### src/rtl/coax_rx_buffer.sv
// rtl/coax_rx_buffer.sv - first-word-fall-through receive FIFO for coax words and error markers
module coax_rx_buffer #(
  parameter int DATA_WIDTH = 10,
  parameter int DEPTH      = 16
) (
  input  logic                     clk,
  input  logic                     reset,
  input  logic [DATA_WIDTH-1:0]    rx_data,
  input  logic                     rx_strobe,
  input  logic                     rx_error,
  input  logic                     rd_en,
  input  logic                     clear,
  output logic [DATA_WIDTH:0]      rd_data,
  output logic                     empty,
  output logic                     full,
  output logic [$clog2(DEPTH):0]   count,
  output logic                     overflow
);

  localparam int AW = $clog2(DEPTH);
  localparam int CW = AW + 1;

  logic [DATA_WIDTH:0] mem [DEPTH];
  logic [AW-1:0]       wr_ptr;
  logic [AW-1:0]       rd_ptr;
  logic [CW-1:0]       count_q;
  logic                error_q;
  logic                overflow_q;

  logic                error_event;
  logic                push_req;
  logic                push;
  logic                pop;
  logic [DATA_WIDTH:0] push_entry;

  // An error edge wins over a same-cycle strobe; the data word is simply not requested.
  assign error_event = rx_error & ~error_q;
  assign push_req    = error_event | rx_strobe;
  assign push_entry  = {error_event, rx_data};

  assign empty = (count_q == '0);
  assign full  = (count_q == CW'(DEPTH));
  assign pop   = rd_en & ~empty;
  assign push  = push_req & (~full | pop);

  assign rd_data  = mem[rd_ptr];
  assign count    = count_q;
  assign overflow = overflow_q;

  always_ff @(posedge clk or negedge reset) begin
    if (!reset) begin
      wr_ptr     <= '0;
      rd_ptr     <= '0;
      count_q    <= '0;
      error_q    <= 1'b0;
      overflow_q <= 1'b0;
      for (int i = 0; i < DEPTH; i++) begin
        mem[i] <= '0;
      end
    end else begin
      // Edge detector keeps sampling through clear so a held level is not re-reported.
      error_q <= rx_error;
      if (clear) begin
        wr_ptr     <= '0;
        rd_ptr     <= '0;
        count_q    <= '0;
        overflow_q <= 1'b0;
      end else begin
        if (push) begin
          mem[wr_ptr] <= push_entry;
          wr_ptr      <= wr_ptr + 1'b1;
        end
        if (pop) begin
          rd_ptr <= rd_ptr + 1'b1;
        end
        case ({push, pop})
          2'b10:   count_q <= count_q + 1'b1;
          2'b01:   count_q <= count_q - 1'b1;
          default: count_q <= count_q;
        endcase
        if (push_req && !push) begin
          overflow_q <= 1'b1;
        end
      end
    end
  end

endmodule

### config.mk
export PLATFORM = sky130hd
export DESIGN_NAME = coax_rx_buffer
export DESIGN_NICKNAME = d
export VERILOG_FILES = /design/src/rtl/coax_rx_buffer.sv
export SDC_FILE = /design/constraint.sdc
export NUM_CORES = 1
export LEC_CHECK = 0
export ABC_AREA = 1
export CAP_MARGIN = 20
export CELL_PAD_IN_SITES_DETAIL_PLACEMENT = 2
export CELL_PAD_IN_SITES_GLOBAL_PLACEMENT = 2
export CORE_MARGIN = 2
export CORE_UTILIZATION = 36
export DETAILED_ROUTE_END_ITERATION = 10
export PLACE_DENSITY_LB_ADDON = 0.3
export SYNTH_ARGS = -nofsm -noshare
export SYNTH_HDL_FRONTEND = slang
export SYNTH_SLANG_ARGS = --single-unit
export TNS_END_PERCENT = 5
### constraint.sdc
create_clock -name clk -period 2.45 [get_ports clk]
set_input_delay 0.735 -clock clk [delete_from_list [all_inputs] [get_ports clk]]
set_output_delay 0.735 -clock clk [all_outputs]
set_load 0.01 [all_outputs]
==> results of run 1 <==
registers in the layout, summed over array words and instances (netlist names):
name,count
mem,176
count,5
rd_ptr,4
wr_ptr,4
error_q,1
overflow,1
path summary, 6_finish.rpt:
check / startpoint / to / slack, ns
worst max-delay path: rd_ptr[0]$_DFFE_PN0P_ / rd_data[1] / -0.50
worst min-delay path: reset / mem[29]$_DFFE_PN0P_ / 0.22
worst max register to register: count[4]$_DFFE_PN0P_ / count[4]$_DFFE_PN0P_ / 0.47
worst min register to register: mem[100]$_DFFE_PN0P_ / mem[100]$_DFFE_PN0P_ / 0.49
max in group asynchronous: reset / mem[111]$_DFFE_PN0P_ / 1.56
min in group clk: mem[100]$_DFFE_PN0P_ / mem[100]$_DFFE_PN0P_ / 0.49
synthesized netlist by cell type:
master / n
inv_1: 25
clkbuf_1: 42
buf_4: 1
nor3_2: 16
nand2_1: 580
nor2_2: 2
o211ai_1: 44
fa_1: 1
nor2_4: 4
buf_1: 4
nand3_1: 43
a31oi_1: 1
nand4_1: 1
buf_6: 2
xor2_1: 1
inv_2: 4
a21oi_2: 1
nor2_1: 142
o21ai_0: 94
nand3_2: 1
dfrtp_1: 191
ha_1: 8
nor3_1: 2
xnor2_1: 2
a21oi_1: 4
buf_2: 43
nand3b_1: 1
where the power goes:
group	switching, W	total, W	internal, W
clock network	0.00152	0.00289	0.00136
registers	0.000517	0.00424	0.00372
logic	0.00313	0.00547	0.00234
total	0.00517	0.0126	0.00743
kinds of logic after synthesis:
family	synth area share, %
compound gates	8.83
buf+inv	5.57
xor+xnor	0.278
flops	50.5
simple gates	33.6
fa+ha+maj	1.27
worst max-delay path, cell delays in order (launching register included):
cell      delay, ns
dfrtp_2        0.46
clkinv_4       0.11
buf_12         0.15
buf_12         0.12
buf_16         0.11
nor2_2         0.04
nor2_2         0.11
o21ai_4        0.07
o211ai_1       0.20
nand3_1        0.16
nand2_2        0.12
buf_6          0.11
layer usage:
layer	vias up	part of all wire (%)	GRT usage (%)
met5	-	0	0
met2	349	50	55.3
met4	0	5.1	18.6
li1	4124	-	-
met3	135	5.2	5.67
met1	5047	40	39.7
what timing repair did:
item | CTS | global route
pin swaps | 42 | 29
gates resized for setup | 138 | 50
buffers inserted | 15 | 3
setup endpoints to repair | 13 | 14
cloned | 5 | 1
final cells by class:
class / instances / area, sq um
Fill cell: 2907 / 13900
Inverter: 29 / 114
Timing Repair Buffer: 158 / 1770
Tap cell: 335 / 419
Clock inverter: 14 / 148
Clock buffer: 18 / 429
Multi-Input combinational cell: 948 / 4380
Sequential cell: 191 / 4780
stage by stage:
stage	setup TNS (ns)	instance area, sq um	setup slack, ns	hold slack (ns)	util (%)
finish	-5.08	12000	-0.504	0.219	46.5
global route	-5.52	12000	-0.526	0.240	46.5
CTS	-4.52	11900	-0.427	0.228	45.9
detailed placement	-16.45	10800	-0.403	0.464	41.8
global placement	-7.31	10800	-0.305	0.457	41.8
floorplan	0	9470	0.276	0.439	-
==> summary.txt, run 1 <==
Setup path
  • Worst setup SP type: flip-flop
  • Crit path kind: flip-flop to output port
  • Maximum fanout along the worst path: 5
  • Crit end category: output port
  • Req. time, crit path: 1.71 ns
  • Worst Reg-to-Reg Cells: 13
  • Critical path arrival: 2.22 ns

Placed design
  • Detailed placement HPWL: 24800 um
  • Placed instance count: about 1600
  • IO Port Bufs: 34
  • GP Congestion: 0.797

Synth
  • Cell variety after synth: 27
  • Top cell type's share of synthesized area: 50.5%
  • Cell Area, Synth: between 9000 and 10000 sq um
  • Largest area contributor in the netlist: dfrtp_1
  • Sequential fraction of the synthesis area: 50.5%
  • Syn Area/Cell: ~7.5 sq um
  • Area contributors post-synth: dfrtp_1, nand2_1, nor2_1
  • Syn_nets: 1285
  • Synthesis Warnings: 0
  • Cells after Synth: roughly 1300
  • FF+latch count, synth: 191

Clocking
  • Clock tree buffer depth: 2
  • CTS buffer count: 17
  • H-tree depth: 4
  • CTS root buf: clkbuf_16
  • Worst-Skew Late Latency: 0.46 ns
  • CTS tree: yes
  • Sink Count: 191
  • Worst-path clk slew: ~0.08 ns
  • Hold Buf Count CTS: 0

STA
  • Worst clock skew: 0.0121 ns
  • Fmax: 339 MHz
  • Max-slew violations: 0
  • Final worst path period need: between 2 and 3 ns
  • Period utilisation layout: 121%
  • Measured slew at the worst slew-check pin: 0.518 ns
  • Slew HR: between 60% and 70%
  • Finish-stage setup viols: 11
  • RSZ-0062 raised after global routing: yes
  • Final setup margin: -0.504 ns
  • Fin. Hold Viols: 0

Detailed routing
  • DR WL/cell: 26.3 um
  • DRC viols: 0
  • Initial DRC Count: about 660
  • Drt total wl: 44500 um
  • Number of routed nets with antenna violations: 0
  • Via count: approximately 9700
  • Pre-antenna DRT Iters: 5
  • Vias per cell: 5.70

Floorplan
  • Die Ht: 166 um
  • Starting Density: between 30% and 40%
  • DIE WIDTH: 166 um
  • Die ar.: 27600 sq um
  • FP Rows: 59
  • IO Pins: 35
  • Core footprint: between 20000 and 30000 sq um

Pwr
  • Maximum VDD drop: 0.000445 V
  • Power per cell area: 1050 nW/um^2
  • Leakage: 6.14 nW
  • Total design power: 0.0126 W

Finish
  • ANT cells: 0
  • Area added between synthesis and finish: 27.2%
  • Layout net count: 1370
  • Share of cells above drive strength 1: 18.0%
  • Final cell count without fillers: 1693
  • Commonest non-fill, non-tap cell in the layout: nand2_1
  • Commonest cells after routing, fill and taps aside: nand2_1, dfrtp_1, nor2_1

Global routing
  • Pin count of the biggest net entering global routing: 54
  • Grt total ovfl: 0
  • Vias in the first global route: roughly 11000
  • Initial antenna violation count: 0
  • First-pass GRT wire length: a little under 70000 um
  • GRT Total Usage: 32.8%

Hold path
  • HP Class: input pin to asynchronous set/reset pin

Status
  • Status: finished, violations left
  • Violated checks: negative setup slack

Run
  • Max-cap violations: 0
Power figures use the tool's default switching activity.
==> inputs of run 2 (changes only) <==
--- a/config.mk
+++ b/config.mk
@@ -5,14 +5,15 @@
 export SDC_FILE = /design/constraint.sdc
 export NUM_CORES = 1
 export LEC_CHECK = 0
-export ABC_AREA = 1
+export ABC_AREA = 0
 export CAP_MARGIN = 20
 export CELL_PAD_IN_SITES_DETAIL_PLACEMENT = 2
 export CELL_PAD_IN_SITES_GLOBAL_PLACEMENT = 2
 export CORE_MARGIN = 2
-export CORE_UTILIZATION = 36
+export CORE_UTILIZATION = 46
 export DETAILED_ROUTE_END_ITERATION = 10
 export PLACE_DENSITY_LB_ADDON = 0.3
+export SKIP_LAST_GASP = 1
 export SYNTH_ARGS = -nofsm -noshare
 export SYNTH_HDL_FRONTEND = slang
 export SYNTH_SLANG_ARGS = --single-unit
==> summary.txt, run 2 <==
Finish
  • Share of cells above drive strength 1: 48.4% (was 18.0%)
  • Area added between synthesis and finish: 22.1% (was 27.2%)
  • Final cell count without fillers: 958 (was 1693)
  • Commonest cells after routing, fill and taps aside: dfrtp_1, mux2_2, buf_4 (was nand2_1, dfrtp_1, nor2_1)
  • Biggest register: mem (unchanged)
  • Reg area: 4780 sq um (about the same)
  • Multi-input logic area: 4140 sq um (was 4380 sq um)
  • Commonest non-fill, non-tap cell in the layout: dfrtp_1 (was nand2_1)
  • Max reg flops: 176 (unchanged)
  • Filler Cells Inserted: 1716 (was 2907)
  • Layout net count: 704 (was 1370)
  • Final instance area: 11300 sq um (was 12000 sq um)

Placed design
  • Detailed placement HPWL: 17700 um (was 24800 um)
  • Placed instance count: 911 (was 1639)
  • DP Area: 10400 sq um (was 10800 sq um)
  • GP Congestion: 0.773 (was 0.797)
  • IO Port Bufs: 34 (unchanged)

Setup path
  • Critical path arrival: 2.41 ns (was 2.22 ns)
  • Slowest CP cell: mux4_2 (was dfrtp_2)
  • Crit path kind: flip-flop to output port (unchanged)
  • Crit path top cell by count: mux4_2
  • Worst Path Buf+Inv: 3 (was 5)
  • Req. time, crit path: 1.71 ns (about the same)
  • Worst setup SP type: flip-flop (unchanged)
  • Crit-path leading delay family: multiplexers (was buffers and inverters)
  • Maximum fanout along the worst path: 9 (was 5)
  • Worst path max stage delay: 0.57 ns (was 0.46 ns)
  • Critical-path cell list: buf_4, buf_12, mux4_2, mux4_2, buf_6 (was clkinv_4, buf_12, buf_12, buf_16, nor2_2, nor2_2, o21ai_4, o211ai_1, nand3_1, nand2_2, buf_6)
  • Crit end category: output port (unchanged)

Synth
  • Asr flop ratio synth: 100% (unchanged)
  • Syn Area/Cell: 15.8 sq um (was 7.51 sq um)
  • Top-count cell post-synth: dfrtp_1 (was nand2_1)
  • Synthesis Warnings: 0 (unchanged)
  • Sequential fraction of the synthesis area: 51.8% (was 50.5%)
  • Cell Area, Synth: 9230 sq um (was 9470 sq um)
  • Top cell type's share of synthesized area: 51.8% (was 50.5%)
  • Number of synthesized flops with an enable pin: 0 (unchanged)
  • Cells after Synth: 584 (was 1260)
  • FF+latch count, synth: 191 (unchanged)
  • Commonest register cell after synthesis: dfrtp_1 (unchanged)
  • Most instantiated cells after synthesis: dfrtp_1, mux2_2, mux4_2 (was nand2_1, dfrtp_1, nor2_1)
  • Largest area contributor in the netlist: dfrtp_1 (unchanged)
  • Cell variety after synth: 44 (was 27)
  • Syn_nets: 609 (was 1285)
  • Area contributors post-synth: dfrtp_1, mux2_2, mux4_2 (was dfrtp_1, nand2_1, nor2_1)

Global routing
  • Vias in the first global route: 6853 (was 11100)
  • Grt total ovfl: 0 (unchanged)
  • First-pass GRT wire length: 45100 um (was 68700 um)
  • GRT Total Usage: 29.2% (was 32.8%)
  • Pin count of the biggest net entering global routing: 64 (was 54)
  • Initial antenna violation count: 1 (was 0)

Detailed routing
  • Vias per cell: 5.86 (was 5.70)
  • DRC viols: 0 (unchanged)
  • Initial DRC Count: 262 (was 659)
  • DR WL/cell: 30.3 um (was 26.3 um)
  • Number of routed nets with antenna violations: 0 (unchanged)
  • Pre-antenna DRT Iters: 4 (was 5)
  • Via count: 5615 (was 9655)
  • Drt total wl: 29000 um (was 44500 um)

Pwr
  • Maximum VDD drop: 0.000471 V (was 0.000445 V)
  • Leakage: 5.34 nW (was 6.14 nW)
  • Power per cell area: 899 nW/um^2 (was 1050 nW/um^2)

Clocking
  • Worst-Skew Late Latency: 0.44 ns (was 0.46 ns)
  • CTS buffer count: 17 (unchanged)
  • CTS tree: yes (unchanged)
  • Sink Count: 191 (unchanged)
  • Worst-path clk slew: 0.08 ns (about the same)
  • H-tree depth: 4 (unchanged)
  • CTS root buf: clkbuf_16 (unchanged)
  • Clock tree buffer depth: 2 (unchanged)

Run
  • Max-cap violations: 0 (unchanged)

STA
  • Finish-stage setup viols: 18 (was 11)
  • Sum Neg Setup Slack: -8.38 ns (was -5.08 ns)
  • Max-slew violations: 0 (unchanged)
  • Fmax: 317 MHz (was 339 MHz)
  • Final setup margin: -0.700 ns (was -0.504 ns)
  • Final worst path period need: 3.15 ns (was 2.95 ns)
  • Worst clock skew: 0.00958 ns (was 0.0121 ns)
  • Period utilisation layout: 129% (was 121%)
  • Measured slew at the worst slew-check pin: 0.882 ns (was 0.518 ns)
  • RSZ-0062 raised after global routing: yes (unchanged)
  • Fin. Hold Viols: 0 (unchanged)
  • Slew HR: 41.2% (was 65.1%)
  • Worst hold slack: 0.282 ns (was 0.219 ns)

Status
  • Violated checks: negative setup slack (unchanged)
  • Status: finished, violations left (unchanged)

Floorplan
  • Starting Density: 47.1% (was 36.5%)
  • Core footprint: 19600 sq um (was 25900 sq um)
  • FP Rows: 51 (was 59)
  • Die Ht: 146 um (was 166 um)
  • IO Pins: 35 (unchanged)
  • DIE WIDTH: 146 um (was 166 um)
  • Die ar.: 21200 sq um (was 27600 sq um)

Hold path
  • HP Class: input pin to asynchronous set/reset pin (unchanged)
run 2: cell types whose count changed in the layout (fill, tap and decap cells not counted), moves of 38 or more:
cell / change
nand2_1: -558
o211ai_1: -44
mux4_2: +55
mux2_2: +113
nor2_1: -103
mux2_1: +51
o21ai_0: -38
run 2: cell families (layout without fill, tap and decap cells):
group                      after synthesis  count (layout)  synth area share, %
adders and majority gates                9               9                 1.30
xor gates and xnor gates                 8               8                0.759
buffers and inverters                   55             163                 4.07
DFF                                    191             191                 51.8
other                                    0               1                    0
muxes                                  220             220                 33.5
AOI/OAI and AO/OA                       30              30                 2.14
and+or+nand+nor                         71              71                 6.44
run 2: worst paths after layout:
kind	from	to	slack, ns	cells past startpoint
min reg2reg	mem[86]$_DFFE_PN0P_	mem[86]$_DFFE_PN0P_	0.50	1
max	rd_ptr[0]$_DFFE_PN0P_	rd_data[3]	-0.70	5
min	reset	mem[74]$_DFFE_PN0P_	0.28	1
max in group asynchronous	reset	mem[122]$_DFFE_PN0P_	1.45	2
min in group clk	mem[86]$_DFFE_PN0P_	mem[86]$_DFFE_PN0P_	0.50	1
max reg2reg	count[1]$_DFFE_PN0P_	count[4]$_DFFE_PN0P_	-0.18	10
run 2: worst register-to-register path, cell delays in order, from the launching register on:
cell,delay [ns]
dfrtp_1,0.42
nor4_4,0.48
nand2b_4,0.14
nand3_4,0.12
inv_2,0.08
ha_4,0.28
nand2b_4,0.06
o2bb2ai_4,0.13
or3_1,0.40
a31oi_1,0.28
a21oi_1,0.11
run 2: stage by stage:
step                utilization, %  worst slack (ns)  total power (W)
detailed placement            53.2            -0.609          0.00686
global route                  57.6            -0.756           0.0106
CTS                           57.5            -0.680           0.0101
floorplan                        -            -0.124          0.00561
global placement              53.2            -0.502          0.00664
finish                        57.6            -0.700           0.0101
run 2: timing repair:
action                                  in CTS  in global routing
buffers inserted                            11                  0
cloned                                       4                  0
hold buffers                                 0                  0
resized for setup                           54                  4
endpoints found under the setup margin      15                 69
run 2: routing by layer:
layer | up-vias | GRT usage [%] | share of wire, %
li1 | 2356 | - | -
met1 | 3073 | 34.7 | 39
met2 | 143 | 52.2 | 55
met4 | 0 | 11.2 | 2.4
met3 | 43 | 6.24 | 4.2
met5 | - | 0 | 0
run 2: report_power, final:
group / internal, W / total (W) / switching (W)
logic: 0.00179 / 0.00322 / 0.00143
registers: 0.00361 / 0.00393 / 0.000328
clock network: 0.00160 / 0.00298 / 0.00138
total: 0.00700 / 0.0101 / 0.00313
run 2: cell type report:
type | count | area share, %
diodes | 1 | 0.0222
clock buffers | 19 | 4.02
clock inverters | 13 | 1.53
inverters | 7 | 0.233
multi-input cells | 338 | 36.7
flip-flops and latches | 191 | 42.4
well taps | 265 | 2.94
repair buffers | 124 | 12.2
